`config.mk`:
```
export PLATFORM = sky130hd
export DESIGN_NAME = dcache_state_ctrl
export DESIGN_NICKNAME = d
export VERILOG_FILES = /design/src/rtl/dcache_state_ctrl_pkg.sv /design/src/rtl/dcache_victim_sel.sv /design/src/rtl/dcache_state_ctrl.sv
export SDC_FILE = /design/constraint.sdc
export NUM_CORES = 1
export LEC_CHECK = 0
export CORE_ASPECT_RATIO = 0.8
export CORE_MARGIN = 3
export CORE_UTILIZATION = 28
export CTS_BUF_LIST = sky130_fd_sc_hd__clkbuf_2
export DETAILED_ROUTE_END_ITERATION = 6
export GPL_TIMING_DRIVEN = 0
export PLACE_DENSITY_LB_ADDON = 0.12
export SKIP_CTS_REPAIR_TIMING = 1
export SLEW_MARGIN = 10
export SYNTH_ARGS = -nofsm -noshare
export SYNTH_HDL_FRONTEND = slang
export SYNTH_HIERARCHICAL = 1
export SYNTH_SLANG_ARGS = --single-unit
```
`constraint.sdc`:
```
create_clock -name clk -period 4.85 [get_ports clk]
set_input_delay 0.97 -clock clk [delete_from_list [all_inputs] [get_ports clk]]
set_output_delay 0.97 -clock clk [all_outputs]
set_load 0.005 [all_outputs]
```
`src/rtl/dcache_state_ctrl_pkg.sv`:
```
// Shared encodings for the data-cache state array sequencer.
// State entry layout: bit1 = dirty, bit0 = valid.
package dcache_state_ctrl_pkg;

    typedef enum logic [1:0] {
        DC_OP_FILL  = 2'b00,
        DC_OP_MARK  = 2'b01,
        DC_OP_INVAL = 2'b10,
        DC_OP_FLUSH = 2'b11
    } dc_op_e;

    localparam int DC_ST_DIRTY = 1;
    localparam int DC_ST_VALID = 0;

    localparam logic [1:0] DC_ST_I  = 2'b00;
    localparam logic [1:0] DC_ST_V  = 2'b01;
    localparam logic [1:0] DC_ST_DV = 2'b11;

    typedef enum logic [2:0] {
        ST_IDLE,
        ST_LOOKUP,
        ST_WRITE,
        ST_FL_RD,
        ST_FL_WB,
        ST_FL_WR
    } dc_state_e;

    function automatic logic st_dirty_valid(input logic [1:0] st);
        return st[DC_ST_DIRTY] & st[DC_ST_VALID];
    endfunction

endpackage

```
`src/rtl/dcache_victim_sel.sv`:
```
// Victim choice inside one two-way partition: lowest invalid way first,
// otherwise the way named by the partition's round-robin bit.
module dcache_victim_sel
    import dcache_state_ctrl_pkg::*;
(
    input  logic [1:0] st_lo,
    input  logic [1:0] st_hi,
    input  logic       sec,
    input  logic       rr,
    output logic [1:0] way,
    output logic       evict
);

    logic [1:0] w_rr_st;

    always_comb begin
        w_rr_st = rr ? st_hi : st_lo;
        way     = {sec, rr};
        evict   = 1'b0;
        if (!st_lo[DC_ST_VALID]) begin
            way = {sec, 1'b0};
        end else if (!st_hi[DC_ST_VALID]) begin
            way = {sec, 1'b1};
        end else begin
            evict = st_dirty_valid(w_rr_st);
        end
    end

endmodule

```
`src/rtl/dcache_state_ctrl.sv`:
```
// Sequencer for the 4-way dcache dirty/valid array: fill with partitioned
// victim choice, mark-dirty, invalidate, and per-partition flush with writeback.
`ifndef D_INDEX_WIDTH
`define D_INDEX_WIDTH 6
`endif

module dcache_state_ctrl
    import dcache_state_ctrl_pkg::*;
#(
    parameter int IW   = `D_INDEX_WIDTH,
    parameter int NSET = 1 << IW
)(
    input  logic          clk,
    input  logic          rst,
    input  logic          req_valid,
    output logic          req_ready,
    input  logic [1:0]    req_op,
    input  logic          req_sec,
    input  logic [IW-1:0] req_index,
    input  logic [1:0]    req_way,
    output logic          resp_valid,
    output logic [1:0]    resp_way,
    output logic          resp_evict,
    output logic          wb_valid,
    input  logic          wb_ready,
    output logic [IW-1:0] wb_index,
    output logic [1:0]    wb_way,
    output logic [IW-1:0] st_index,
    output logic [1:0]    st_way,
    output logic [1:0]    st_din,
    output logic          st_we,
    output logic          st_en,
    input  logic [1:0]    st_dout0,
    input  logic [1:0]    st_dout1,
    input  logic [1:0]    st_dout2,
    input  logic [1:0]    st_dout3
);

    dc_state_e     r_state;
    logic          r_sec;
    logic [1:0]    r_rr;
    logic [IW-1:0] r_fidx;
    logic          r_fway;

    logic          r_resp_valid;
    logic [1:0]    r_resp_way;
    logic          r_resp_evict;
    logic          r_wb_valid;
    logic [IW-1:0] r_wb_index;
    logic [1:0]    r_wb_way;
    logic [IW-1:0] r_st_index;
    logic [1:0]    r_st_way;
    logic [1:0]    r_st_din;
    logic          r_st_we;
    logic          r_st_en;

    logic [1:0]    w_lo;
    logic [1:0]    w_hi;
    logic [1:0]    w_rd;
    logic          w_full;
    logic          w_fl_last;
    logic [IW-1:0] w_fidx_nxt;
    logic          w_fway_nxt;
    logic [1:0]    w_vway;
    logic          w_vevict;

    // Only the latched partition's two ways are ever looked at.
    always_comb begin
        w_lo       = r_sec ? st_dout2 : st_dout0;
        w_hi       = r_sec ? st_dout3 : st_dout1;
        w_rd       = r_fway ? w_hi : w_lo;
        w_full     = w_lo[DC_ST_VALID] & w_hi[DC_ST_VALID];
        w_fl_last  = (r_fidx == IW'(NSET - 1)) && r_fway;
        w_fway_nxt = ~r_fway;
        w_fidx_nxt = r_fway ? r_fidx + IW'(1) : r_fidx;
    end

    dcache_victim_sel u_victim (
        .st_lo (w_lo),
        .st_hi (w_hi),
        .sec   (r_sec),
        .rr    (r_rr[r_sec]),
        .way   (w_vway),
        .evict (w_vevict)
    );

    always_ff @(posedge clk) begin
        if (rst) begin
            r_state      <= ST_IDLE;
            r_sec        <= 1'b0;
            r_rr         <= '0;
            r_fidx       <= '0;
            r_fway       <= 1'b0;
            r_resp_valid <= 1'b0;
            r_resp_way   <= '0;
            r_resp_evict <= 1'b0;
            r_wb_valid   <= 1'b0;
            r_wb_index   <= '0;
            r_wb_way     <= '0;
            r_st_index   <= '0;
            r_st_way     <= '0;
            r_st_din     <= '0;
            r_st_we      <= 1'b0;
            r_st_en      <= 1'b0;
        end else begin
            r_resp_valid <= 1'b0;
            r_st_we      <= 1'b0;
            r_st_en      <= 1'b0;
            case (r_state)
                ST_IDLE: begin
                    if (req_valid) begin
                        r_sec      <= req_sec;
                        r_st_index <= req_index;
                        r_st_en    <= 1'b1;
                        case (req_op)
                            DC_OP_FILL: begin
                                r_state  <= ST_LOOKUP;
                                r_st_way <= {req_sec, 1'b0};
                            end
                            DC_OP_MARK, DC_OP_INVAL: begin
                                // A way outside the requester's partition is silently not written.
                                r_state      <= ST_WRITE;
                                r_st_way     <= req_way;
                                r_st_din     <= (req_op == DC_OP_MARK) ? DC_ST_DV : DC_ST_I;
                                r_st_we      <= (req_way[1] == req_sec);
                                r_resp_valid <= 1'b1;
                            end
                            default: begin
                                r_state    <= ST_FL_RD;
                                r_fidx     <= '0;
                                r_fway     <= 1'b0;
                                r_st_index <= '0;
                                r_st_way   <= {req_sec, 1'b0};
                            end
                        endcase
                    end
                end
                ST_LOOKUP: begin
                    r_state      <= ST_WRITE;
                    r_st_en      <= 1'b1;
                    r_st_we      <= 1'b1;
                    r_st_way     <= w_vway;
                    r_st_din     <= DC_ST_V;
                    r_resp_valid <= 1'b1;
                    r_resp_way   <= w_vway;
                    r_resp_evict <= w_vevict;
                    if (w_full) begin
                        r_rr[r_sec] <= ~r_rr[r_sec];
                    end
                end
                ST_WRITE: begin
                    r_state <= ST_IDLE;
                end
                ST_FL_RD: begin
                    if (st_dirty_valid(w_rd)) begin
                        r_state    <= ST_FL_WB;
                        r_wb_valid <= 1'b1;
                        r_wb_index <= r_fidx;
                        r_wb_way   <= r_st_way;
                    end else begin
                        r_state      <= ST_FL_WR;
                        r_st_en      <= 1'b1;
                        r_st_we      <= 1'b1;
                        r_st_din     <= DC_ST_I;
                        r_resp_valid <= w_fl_last;
                    end
                end
                ST_FL_WB: begin
                    if (wb_ready) begin
                        r_wb_valid   <= 1'b0;
                        r_state      <= ST_FL_WR;
                        r_st_en      <= 1'b1;
                        r_st_we      <= 1'b1;
                        r_st_din     <= DC_ST_I;
                        r_resp_valid <= w_fl_last;
                    end
                end
                ST_FL_WR: begin
                    if (w_fl_last) begin
                        r_state <= ST_IDLE;
                    end else begin
                        r_state    <= ST_FL_RD;
                        r_fidx     <= w_fidx_nxt;
                        r_fway     <= w_fway_nxt;
                        r_st_en    <= 1'b1;
                        r_st_index <= w_fidx_nxt;
                        r_st_way   <= {r_sec, w_fway_nxt};
                    end
                end
                default: begin
                    r_state <= ST_IDLE;
                end
            endcase
        end
    end

    assign req_ready  = (r_state == ST_IDLE) && !rst;
    assign resp_valid = r_resp_valid;
    assign resp_way   = r_resp_way;
    assign resp_evict = r_resp_evict;
    assign wb_valid   = r_wb_valid;
    assign wb_index   = r_wb_index;
    assign wb_way     = r_wb_way;
    assign st_index   = r_st_index;
    assign st_way     = r_st_way;
    assign st_din     = r_st_din;
    assign st_we      = r_st_we;
    assign st_en      = r_st_en;

endmodule

```
==> run summary <==
ranking of synthesized cells by area -> dfxtp_1 34%, a21oi_1 5.8%, o21ai_0 3.6%
Worst Path Class, Setup -> in -> out
slew margin rel. -> 53.1%
status -> completed
internal power -> 0.000509 W
Avg Cell Area, Syn -> 8.57 um^2
FFs w/ async S/R, synth -> 0%
TritonRoute pass-1 iters -> 4
vias -> 2,116
num rows -> 28
Inserted Diodes -> 0
Critical Path Fanout Max -> 10
Critical Path RT -> 3.88 ns
share of cells above drive strength 1 -> 13.6%
Final Cycle Share -> 72.9%
fin crit period -> 3.54 ns
Hold Vio Cnt, Final -> 0
Worst Skew -> 0.0221 ns
switching power total -> 0.000224 W
Synth Instances -> 262
placed cell count -> 414
EDFF count, synth -> 0
register share of total power -> 46.6%
met2 WL -> 2710 um
Least-Margin Pin Slew -> 0.701 ns
Layout Cells excl Fill -> 421
Yosys top cell by area -> dfxtp_1
Ports -> 49
Met3 Routed Length -> 342 um
Post-Route WL -> 6800 um
Lkg Pwr -> 1.02 nW
routed len/inst -> 16.2 um
Root Buffer -> clkbuf_2
first-pass GRT wire length -> 11,000 um
CTS clk-pin slew, worst paths -> 0.22 ns
Setup TNS -> 0 ns
highest metal used -> met4
largest net degree at the start of global routing -> 12
GP Congestion -> 0.848
fmax -> 283 MHz
Cell Area, Synth -> 2240 um^2
CTS tree -> yes
PwrDens -> 253 nW/um^2
sequential share of the synthesized area -> 33.9%
crit path DAT -> 2.57 ns
most frequent cells after synthesis -> 38 x dfxtp_1, 26 x a21oi_1, 16 x nand2_1, 16 x o21ai_0, 15 x nand3_1
Ys Warns -> 6
peak supply drop -> 0.104 mV
Worst Setup SP -> rst
Worst Setup Start Kind -> input port
CP endpoint kind -> primary output
Worst R2R Path Depth -> 7
TritonCTS buffer count -> 5
syn_nets -> 289
vias in the first global route -> 2,066
Slew Viols, Final -> 0
max-cap violation count -> 0
count leader, synth -> dfxtp_1
#FFs+latches synth -> 38
share of total power in combinational logic -> 26.1%
RSZ-0062 raised after global routing -> no
CTS H-tree lvls -> 2
chip height -> 86.1 um
Area Overhead vs Synth -> 29.4%
initial antenna violation count -> 0
Congestion Overflow GR -> 0
minimum hold slack -> 0.468 ns
number of remaining DRC errors -> 0
port bufs -> 47
Die ar. -> 9130 um^2
Final #Nets -> 343
Core ar. -> 7600 um^2
Sw Ratio -> 30.6%
synth unique cells -> 57
reg2reg start -> r_sec
total global-route track usage -> 15.5%
worst hold path startpoint -> st_din[1]
Clk Latency, worst-skew pair -> 0.41 ns
share of the synthesized area in the top cell type -> 33.9%
die width -> 106 um
ANT nets after route -> 0
Initial Util -> 29.5%
Via-to-Cell Ratio -> 5.03
Post-DP HPWL -> 5030 um
Hold Path Class -> reg -> reg
WHS Path Cells -> 2
clock power share -> 27.3%
M1 wire length -> 3690 um
Initial DRC Count -> 96
Most used DFF post-synth -> dfxtp_1
Max clock buf depth -> 2
sink count of the clock tree -> 38
setup violators final -> 0
-- placed cells by master (no fill, tap or decap), types with 7 or more instances in the layout --
cell / instances
nand2_1: 16
nand3_1: 15
nor3_1: 13
a21oi_1: 26
nand2b_1: 7
clkbuf_1: 7
nor2_1: 12
clkdlybuf4s50_1: 47
dfxtp_1: 38
o21ai_0: 16
inv_1: 9
-- layout make-up --
class | count | area (um^2)
multi-input combinational | 195 | 1330
clock inverter | 2 | 33.8
buffer | 20 | 116
timing repair buffer | 47 | 470
sequential | 38 | 761
fill | 808 | 4700
clock buffer | 5 | 25.0
inverter | 9 | 33.8
tap | 105 | 131
-- final timing paths --
check	endpoint	slack, ns
hold / removal	st_din[1]	0.47
setup reg to reg	st_way[0]	2.87
setup / recovery	req_ready	1.31
hold reg to reg	st_din[1]	0.47
-- cell families (layout without fill, tap and decap cells) --
logic type / after synthesis / count (layout) / share of synthesized area (%)
multiplexers: 11 / 11 / 5.24
flip-flops: 38 / 38 / 33.9
AO/OA/AOI/OAI: 75 / 75 / 22.2
XOR/XNOR: 7 / 7 / 2.73
adder cells (fa/ha/maj): 4 / 4 / 2.23
buffers and inverters: 29 / 83 / 6.69
AND/OR/NAND/NOR: 98 / 98 / 27.0
-- metrics by stage --
stage          total power (W)  utilization [%]  instance area (um^2)  worst slack [ns]
4_1_cts               0.000740             38.2                  2910              1.32
5_1_grt               0.000775             38.2                  2910              1.27
6_report              0.000734             38.2                  2910              1.31
2_1_floorplan         0.000456                -                  2240              2.22
3_5_place_dp          0.000539             37.4                  2850              1.32
3_3_place_gp          0.000539             37.4                  2850              1.34
-- registers in the layout, summed over array words and instances (netlist names), 2 cells and up --
name and count:
r_fidx 6, wb_index 6, resp_way 2, st_din 2, r_rr 2, st_way 2, r_state 3, st_index 6
wb_way 2
-- worst max-delay path, stage by stage --
cell	delay [ns]
clkbuf_1	0.49
clkbuf_1	0.50
nor4_1	0.11
clkdlybuf4s50_1	0.49
-- power by group through the flow --
stage	clock [W]	combinational [W]	sequential, W
after floorplan	0	0.000109	0.000348
after CTS	0.000206	0.000191	0.000342
after global placement	0	0.000190	0.000348
after global routing	0.000220	0.000209	0.000345
after detailed placement	0	0.000190	0.000349
final	0.000200	0.000191	0.000342
-- metal layers --
layer / global-route usage (%) / up-vias
met2: 21.5 / 60
li1: - / 1069
met5: 0 / -
met3: 3.54 / 8
met1: 23.9 / 979
met4: 3.53 / 0
Note: power is estimated with default switching activity, not from simulation.
